**config.mk**
```make
export PLATFORM = sky130hd
export DESIGN_NAME = usb_bit_unstuffer
export DESIGN_NICKNAME = d
export VERILOG_FILES = /design/src/rtl/usb_bit_unstuffer.sv
export SDC_FILE = /design/constraint.sdc
export NUM_CORES = 1
export LEC_CHECK = 0
export BUFFER_PORTS_ARGS = -buffer_cell sky130_fd_sc_hd__clkbuf_2
export CAP_MARGIN = 15
export CORE_UTILIZATION = 26
export DETAILED_ROUTE_END_ITERATION = 8
export SLEW_MARGIN = 0
export SYNTH_ARGS = -nofsm -noshare
export SYNTH_HDL_FRONTEND = slang
export SYNTH_SLANG_ARGS = --single-unit
```
**constraint.sdc**
```tcl
create_clock -name clk -period 2.2 [get_ports clk]
set_clock_uncertainty 0.1 [all_clocks]
set_input_delay 0.44 -clock clk [delete_from_list [all_inputs] [get_ports clk]]
set_output_delay 0.44 -clock clk [all_outputs]
set_load 0.05 [all_outputs]
```
**src/rtl/usb_bit_unstuffer.sv**
```systemverilog
// rtl/usb_bit_unstuffer.sv - USB RX bit unstuffer: drops stuffed zeros, flags stuff errors
module usb_bit_unstuffer #(
    parameter int RUN_LEN = 6,
    parameter int CNT_W   = 3
) (
    input  logic clk,
    input  logic n_rst,
    input  logic rcving,
    input  logic shift_enable,
    input  logic d_orig,
    output logic data_out,
    output logic data_valid,
    output logic stuff_skip,
    output logic stuff_error,
    output logic err_sticky
);

    typedef enum logic [1:0] {
        NORMAL = 2'd0,
        STUFF  = 2'd1,
        ERROR  = 2'd2
    } state_t;

    state_t           state_q, state_d;
    logic [CNT_W-1:0] run_cnt_q, run_cnt_d;
    logic             data_out_q, data_out_d;
    logic             data_valid_q, data_valid_d;
    logic             stuff_skip_q, stuff_skip_d;
    logic             stuff_error_q, stuff_error_d;
    logic             err_sticky_q, err_sticky_d;

    always_comb begin
        state_d       = state_q;
        run_cnt_d     = run_cnt_q;
        data_out_d    = data_out_q;
        data_valid_d  = 1'b0;
        stuff_skip_d  = 1'b0;
        stuff_error_d = 1'b0;
        err_sticky_d  = err_sticky_q;

        // Leaving a packet wins over any strobe in the same cycle.
        if (!rcving) begin
            state_d      = NORMAL;
            run_cnt_d    = '0;
            err_sticky_d = 1'b0;
        end else if (shift_enable) begin
            case (state_q)
                NORMAL: begin
                    data_valid_d = 1'b1;
                    data_out_d   = d_orig;
                    if (!d_orig) begin
                        run_cnt_d = '0;
                    end else if (run_cnt_q == CNT_W'(RUN_LEN - 1)) begin
                        state_d   = STUFF;
                        run_cnt_d = '0;
                    end else begin
                        run_cnt_d = run_cnt_q + 1'b1;
                    end
                end
                STUFF: begin
                    if (!d_orig) begin
                        stuff_skip_d = 1'b1;
                        run_cnt_d    = '0;
                        state_d      = NORMAL;
                    end else begin
                        stuff_error_d = 1'b1;
                        err_sticky_d  = 1'b1;
                        state_d       = ERROR;
                    end
                end
                default: begin
                    err_sticky_d = 1'b1;
                end
            endcase
        end
    end

    always_ff @(posedge clk or posedge n_rst) begin
        if (n_rst) begin
            state_q       <= NORMAL;
            run_cnt_q     <= '0;
            data_out_q    <= 1'b0;
            data_valid_q  <= 1'b0;
            stuff_skip_q  <= 1'b0;
            stuff_error_q <= 1'b0;
            err_sticky_q  <= 1'b0;
        end else begin
            state_q       <= state_d;
            run_cnt_q     <= run_cnt_d;
            data_out_q    <= data_out_d;
            data_valid_q  <= data_valid_d;
            stuff_skip_q  <= stuff_skip_d;
            stuff_error_q <= stuff_error_d;
            err_sticky_q  <= err_sticky_d;
        end
    end

    assign data_out    = data_out_q;
    assign data_valid  = data_valid_q;
    assign stuff_skip  = stuff_skip_q;
    assign stuff_error = stuff_error_q;
    assign err_sticky  = err_sticky_q;

endmodule

```
After elaboration in Yosys (flattened, before gate mapping)
Index checks and enable logic that the tools add are counted.
{"block": "classes", "n_addsub": 1, "n_eq_ne": 9, "n_mux": 27, "n_reduce_logical": 5}
{"op": "2-to-1 mux 3 bit", "n": 5}
{"op": "2-to-1 mux 1 bit", "n": 14}
{"op": "inequality test 3 bit, second input constant", "n": 4}
{"op": "2-to-1 mux 2 bit", "n": 5}
{"op": "AND reduction 3 bit", "n": 3}
{"op": "one-hot mux 3 bit (2 select lines)", "n": 1}
{"op": "one-hot mux 2 bit (2 select lines)", "n": 1}
{"op": "AND reduction 4 bit", "n": 1}
{"op": "adder 3 x 1 -> 3 bit, second input constant", "n": 1}
{"op": "equality test 3 bit, second input constant", "n": 1}
{"op": "inequality test 3 x 1 -> 1 bit, second input constant", "n": 1}
{"op": "equality test 2 x 1 -> 1 bit, second input constant", "n": 1}
{"op": "zero test 2 bit", "n": 1}
{"op": "inequality test 2 x 1 -> 1 bit, second input constant", "n": 1}
{"op": "inequality test 2 bit, second input constant", "n": 1}
{"op": "one-hot mux 1 bit (2 select lines)", "n": 1}
{"block": "word_totals", "register_bits": 10, "inputBits": 5, "word_cells": 49}

Depth between registers and ports, before layout
Gate-level depths: netlist of run 1.
{"block": "logic_depth", "word_depth": 6, "depth_mapped": 3, "ltp_nobuf": 3}

Worst setup path after synthesis of run 1
OpenSTA, ideal clock, no wires.
{"block": "synth_timing", "path_kind": "flip-flop to flip-flop", "start": "register state_q[1]", "end": "register run_cnt_q[0]", "setup_ns": 0.077, "t_arrival_ns": 1.137, "required_time_ns": 2.023, "slack_ns": 0.886, "stages_incl_launch_ff": 4, "n_path_buf": 0, "path_cell_list": "dfrtp_1 > nand2b_4 > or4b_1 > a21oi_1"}
{"block": "synth_via", "elab_chain_len": 4, "elab_cells_between_ends": 8, "cone_classes": "3 x eq/ne; 3 x mux; 2 x reduce/logical"}
{"item": "start: declaration", "line_no": "24", "rtl": "state_t state_q, state_d;"}
{"item": "start signal: assignment", "line_no": "88", "rtl": "state_q <= state_d;"}
{"item": "equality test 2 x 1 -> 1 bit or zero test 2 bit (tied branches)", "line_no": "47", "rtl": "case (state_q)"}
{"item": "one-hot mux 3 bit (2 select lines)", "line_no": "47"}
{"item": "2-to-1 mux 3 bit", "line_no": "46", "rtl": "end else if (shift_enable) begin"}
{"item": "2-to-1 mux 3 bit", "line_no": "42", "rtl": "if (!rcving) begin"}
{"item": "end signal: assignment", "line_no": "89", "rtl": "run_cnt_q <= run_cnt_d;"}
{"item": "end: declaration", "line_no": "25", "rtl": "logic [CNT_W-1:0] run_cnt_q, run_cnt_d;"}
Several ways; a longest one is shown, not always the timed one. The select of a mux whose other input is x is not followed.
A chain may end at the register's enable or synchronous reset.

Worst setup path in the final report of run 1
{"block": "layout_timing", "start": "register err_sticky_q, in the netlist err_sticky", "end": "output port err_sticky"}
{"item": "start: declaration", "line_no": "30", "rtl": "logic err_sticky_q, err_sticky_d;"}
{"item": "start signal: assignment", "line_no": "94", "rtl": "err_sticky_q <= err_sticky_d;"}
{"item": "end: declaration", "line_no": "15", "rtl": "output logic err_sticky"}
No word-level cell between the ends.

==> results summary, run 1 <==
The flow ran to the end, and the final reports show no timing, DRC or antenna violations. The most used flip-flop cell after synthesis is dfrtp_1. Dividing the detail-routed via count by the number of cells gives 4.78. The average wire per cell in the routed design is 12.0 um. The fraction of registers with async set/reset came out at 100%. The number of buffers on the longest clock path came out at 2. The number of nets handed over by synthesis was 45.

The tightest hold margin is 0.0230 ns. The sum of buffers and inverters on the critical path came out at 1. The mapped cell area came out at 434 um^2. The pin count of the biggest net entering global routing is 11. STA classifies the critical path endpoint as an output pin. The detail route stage leaves a number of antenna-violating nets equal to 0. With fillers left out, the area of the finished cells amounts to 536 um^2. The number of detailed-routing iterations run before antenna repair is 4. The post-synthesis sequential area ratio came out at 57.6%.

The number of warnings reported in the yosys synthesis log came out at 0. In this run, the combinational gates consume 10.5% of the power. The biggest area contributor in the post-synthesis netlist is dfrtp_1. The placed instance count is 65.

The highest clock frequency the design can meet came out at approximately 0.7 GHz. The synthesized design devotes to its leading area cell type between 50% and 60% of total area. The area of the placeable core is 1540 um^2. The count of placed standard cells in the final layout, fillers left out is 69.

Across all layers, the routed design uses 330 vias. The distinct cell type count after synthesis is 16. Buffers inserted during clock tree synthesis total 3. The max-slew violation count came out at 0.

The transition time at the pin with the least slew margin came out at between 0.3 and 0.4 ns. The buffers inserted during post-CTS setup optimization came out at 0. The area growth from synthesis to layout is 23.3%. Measured along the x axis, the die boundary spans 42.9 um. By area the synthesized netlist is led by dfrtp_1 (58%), a21oi_1 (4.6%), nor2b_1 (4.3%), a22o_1 (4.0%), inv_1 (3.5%). The number of hold violations in the final report came out at 0. The data arrival time of the critical path came out at between 0.8 and 0.9 ns. The headroom to the max-slew limit came out at 74.8%. The critical path launch point type is a flip-flop. TritonCTS built the clock tree. The global-route congestion overflow total came out at 0. The wire length of the first global-routing pass is about 1400 um.

The area enclosed by the die boundary is 1840 um^2. The share of total power dissipated in sequential elements is 48.5%. The initial antenna violation count is 0.

In the global route stage, overall resource usage came out at approximately 11%. Across the run, the number of max-cap violations was 0. The switching power is 94.0 uW. The largest vdd supply drop came out at 0.000281 V. The average instance area after synthesis is about 11 um^2. Setup violations remaining at the end of the flow were counted as 0.

The final net count came out at 59. The die span in y came out at 42.9 um. The detailed-route wire length came out at about 830 um. The tree is rooted in a clkbuf_4. Buffers placed on the I/O ports in this run total 9.

The number of clock sinks seen by CTS is 10. The cell type of the slowest stage on the worst timing path is dfrtp_1. The cell area after placement is 499 um^2. The detailed-placement wirelength estimate came out at 597 um. The critical path goes through clkbuf_2. The starting density of the core is 28.2%. The clock slew seen by the registers of the worst setup and hold paths came out at 0.07 ns. The cell type group with the largest total delay on the critical path is flip-flops. The overall power consumption came out at 395 uW. The iteration-0 DRC count of the detailed router is 10. Internal power comes to 301 uW.

The time the worst path needs with I/O delays and setup is roughly 1.4 ns. In this run the worst path has a maximum fanout of 2. The static leakage power came out at 0.000258 uW. The share of the clock period used by the worst path came out at 64.8%.

The tightest min-delay check is of the in2async type. The most common cell in the synthesized netlist is dfrtp_1. The row count came out at 14. The biggest cell delay along the critical path came out at 0.35 ns. CTS built an H-tree with a depth of 1. The path type of the worst setup path is reg2out.

The top-level I/O count is 10. In this run the power density over the cells is approximately 740 nW/um^2. The via count of the first global-routing pass came to 347. The quantity of gates resized following cts is 0. The commonest cells after synthesis are dfrtp_1 (10), a21oi_1 (4), inv_1 (4), nor2_1 (4), nor2b_1 (3). The share of power burned in the clock network came out at 41.1%.

Cells with a size suffix above 1 make up 28.3% of the layout. The switching share of power is 23.8%. The last weighted congestion value of the routability-driven placer is between 0.7 and 0.8.

The instance count of the mapped netlist came out at 40. The repair_antennas step left the layout with diodes totalling 0. The later pin in the worst-skew pair is clocked with a latency of about 0.26 ns.

The number of enable-type register cells in the synthesized netlist is 0. In this run, synthesis produced a sequential element count of 10. The data required time at the worst endpoint is approximately 1.7 ns. The aggregate negative setup slack came out at 0 ns. The remaining routing DRC violations is 0.

The quantity of hold-fixing buffers added after cts came out at 0. Setup repair after global routing left no endpoint under its margin.
-- through the flow --
stage | util, % | setup slack (ns)
3_3_place_gp | 32.4 | 0.722
2_1_floorplan | - | 0.886
5_1_grt | 34.7 | 0.705
6_report | 34.7 | 0.774
3_5_place_dp | 32.4 | 0.701
4_1_cts | 34.7 | 0.764
-- cells by family (layout without fill, tap and decap cells) --
kind of cell | after synthesis | in the layout | synth area share, %
compound gates | 9 | 9 | 13.0
simple gates | 16 | 16 | 23.3
mux | 1 | 1 | 2.59
flops | 10 | 10 | 57.6
buf+inv | 4 | 17 | 3.46
-- placed cells by master, fill, tap and decap left out --
cell type / netlist / layout
nand3b_1: 2 / 2
or4b_1: 1 / 1
a22o_1: 2 / 2
nor3b_1: 1 / 1
a21oi_1: 4 / 4
mux2_2: 1 / 1
nand2_1: 2 / 2
nor2_1: 4 / 4
and2_1: 1 / 1
dfrtp_1: 10 / 10
clkbuf_2: 0 / 9
o2bb2ai_1: 1 / 1
nor2b_1: 3 / 3
or4_1: 1 / 1
nand2b_4: 1 / 1
clkbuf_8: 0 / 1
inv_1: 4 / 4
clkbuf_4: 0 / 3
o21ai_0: 2 / 2
-- power groups by stage --
stage          sequential (uW)  clock (uW)  combinational, uW
5_1_grt                    192         176               45.5
6_report                   192         162               41.3
3_3_place_gp               195           0               41.3
4_1_cts                    192         170               41.9
3_5_place_dp               195           0               41.6
2_1_floorplan              208           0               15.1
-- state kept, by name (all words and copies together), names as in the netlist --
register     count
data_valid       1
stuff_error      1
data_out         1
err_sticky       1
stuff_skip       1
run_cnt_q        3
state_q          2
-- final cells by class --
class,instances,area [um^2]
well taps,16,20.0
flip-flops and latches,10,250
inverters,4,15.0
fillers,173,1010
clock buffers,4,36.3
repair buffers,9,45.0
multi-input cells,26,169
-- path summary, 6_finish.rpt --
check / start / end / slack, ns / cells after the start
setup / recovery: err_sticky / err_sticky / 0.77 / 1
hold / removal: n_rst / stuff_skip / 0.02 / 2
setup reg to reg: state_q[0] / state_q[0] / 0.78 / 3
hold reg to reg: data_out / data_out / 0.42 / 1
max in group asynchronous: n_rst / state_q[0] / 1.71 / 2
min in group clk: d_orig / stuff_skip / 0.34 / 2
-- metal layers --
layer / up-vias / share of wire, % / global-route usage (%) / wire length [um]
met5: - / 0 / 0 / 0
met4: 0 / 1.9 / 8.13 / 16
met3: 2 / 6.3 / 4.68 / 52
met2: 10 / 47 / 17.6 / 387
met1: 155 / 45 / 11.1 / 369
li1: 163 / - / - / -
(Power assumes the default switching activity.)
==> run 2, diff against run 1 <==
Clock period 2.2 ns to 1.4 ns, I/O delays scaled along.
==> results summary, run 2 (same netlist as run 1, synthesis figures left out) <==
The tightest hold path in the finished design has a slack of between 0.2 and 0.25 ns. CTS built an H-tree with a depth of 1. The endpoint class of the critical path is a flip-flop. The data arrival time of the critical path is 1.44 ns. The count of antenna-violating nets left after detailed routing is 0.

Row generation in the floorplan step produced 14 rows. The number of clock sinks seen by CTS came out at 10. The multi-input combinational cells in the finished layout cover a total of 169 um^2. The time the worst path needs with I/O delays and setup is 1.36 ns. Derived from the worst setup path, the maximum achievable clock frequency is 0.736 GHz. The flip-flop count of the largest register, all copies and words added came out at 3. The signal on the critical path passes through nand2b_4 -> or4b_1 -> a21oi_1.

The sum of buffers and inverters on the critical path came out at 0. The critical path is of the reg2reg type. Max-cap violations in this run came to 0. The die span in y is 42.9 um. The detailed-route vias per instance came out at 4.68.

The area of the placeable core is 1540 um^2. The die width is around 43 um. The aggregate negative setup slack came out at 0 ns. The worst path uses 97.1% of the clock period. The number of setup violations in the final report is 0. Across all layers, the routed design uses 337 vias.

The area enclosed by the die boundary is 1840 um^2. The top-level I/O count is 10. The global-route congestion overflow total came out at 0.

The area growth from synthesis to layout is 27.7%. The cell area after placement came out at 522 um^2. Setup repair after global routing could not meet its margin everywhere. The fraction of layout cells with a size suffix above 1 is 30.4%. For this run, the detailed router's first-pass iteration total came to 1. In the global route stage, overall resource usage came out at 10.8%. The static leakage power is 0.000270 uW. TritonCTS built the clock tree. The detailed router finished its first iteration with 0 violations. The critical path launch point type is a flip-flop. After detailed routing, the number of remaining DRC violations is 0. The last weighted congestion value of the routability-driven placer is 0.737. The biggest cell delay along the critical path is around 0.49 ns.

Port buffering added 9 buffers. The count of filler cells inserted in the layout came out at 166. The clock root buffer is clkbuf_4. For the pin with the worst max-slew slack, the measured transition is slightly above 0.4 ns. On the critical path the largest part of the delay comes from simple AND/OR/NAND/NOR gates. The detailed-placement wirelength estimate is 595 um. STA puts the critical path data required time at roughly 1.5 ns. The via count of the first global-routing pass was about 330. The average wire per cell in the routed design is 10.8 um.

In the layout the commonest cells are dfrtp_1 (10), clkbuf_2 (9), inv_1 (4), a21oi_1 (4), nor2_1 (4). Of all nets on the critical path, the largest fanout is 5. The flow ran to the end, and the final reports show no timing, DRC or antenna violations. The number of antenna diodes came out at 0. The clock slew seen by the registers of the worst setup and hold paths came out at 0.06 ns. The pin count of the biggest net entering global routing is 11.

The cell area after layout came out at 554 um^2. The largest vdd supply drop is 0.000374 V. The final net count came out at between 60 and 70.

The wire length of the first global-routing pass is between 1000 and 1500 um. For this design, the slowest cell found on the critical path is or4b_1. Summing all flip-flop and latch instances after layout gives ~250 um^2. The commonest non-fill, non-tap cell in the layout is dfrtp_1. The max-slew violation count is 0.

Headroom to the max-slew limit came out at 73.1%. The initial antenna violation count is 0. The number of CTS-inserted buffers came out at 3. In this run the deepest clock path goes through 2 buffers. The path class of the lowest-slack min-delay path is in2reg. The number of hold violations in the final report is 0.

In the final layout, the registers with the most flip-flops are run_cnt_q x3, state_q x2. The detailed-route wire length is around 780 um. The starting density of the core came out at approximately 28%. The largest register by flop count is run_cnt_q.

The power per standard cell area is a little over 1000 nW/um^2. For the worst-skew pair, the clock arrives at the later sink with an insertion delay of 0.26 ns.
run 2: cell count changes in the layout (fill, tap and decap cells not counted):
cell / delta
clkbuf_8: -1
dlygate4sd3_1: +1
buf_4: +3
run 2: timing repair:
item | CTS | global route
endpoints found under the hold margin | 10 | 0
resized for setup | 0 | 0
hold buffers | 1 | 0
buffers inserted | 0 | 0
endpoints found under the setup margin | 0 | 1
run 2: worst paths after layout:
kind | from | to | slack (ns) | cells past startpoint
worst min-delay path | d_orig | stuff_skip | 0.24 | 3
min in group asynchronous | n_rst | stuff_skip | 0.43 | 3
worst max-delay path | state_q[1] | run_cnt_q[0] | 0.04 | 3
worst min register to register | data_out | data_out | 0.40 | 1
worst max register to register | state_q[1] | run_cnt_q[0] | 0.04 | 3
max in group asynchronous | n_rst | state_q[0] | 0.48 | 3
run 2: layout make-up:
class	count	area share (%)
well taps	16	3.61
multi-input cells	26	30.5
clock buffers	3	4.06
repair buffers	13	14.0
flip-flops and latches	10	45.1
inverters	4	2.71
run 2: layer usage:
metal	up-vias	part of all wire (%)	routed length, um	global-route usage, %
li1	170	-	-	-
met1	155	49	383	13.5
met2	10	45	349	15.2
met3	2	5.1	40	5.11
met4	0	0.64	5	5.63
met5	-	0	0	0
run 2: power breakdown:
group          switching, uW  total [uW]  internal [uW]
Combinational           46.8        71.2           24.3
Sequential              3.94         301            297
Clock                   87.6         186           98.8
run 2: stage by stage:
stage	std cells	setup slack [ns]	utilization (%)	total power (uW)
2_1_floorplan	40	0.0860	-	350
3_3_place_gp	68	0.0300	33.8	376
3_5_place_dp	68	0.0228	33.8	377
4_1_cts	72	0.0109	36.0	570
5_1_grt	72	-0.0152	36.0	584
6_report	72	0.0404	36.0	558
run 2: worst min-delay path: stages:
cell      delay (ns)
clkbuf_2        0.12
buf_4           0.12
nor3b_1         0.04
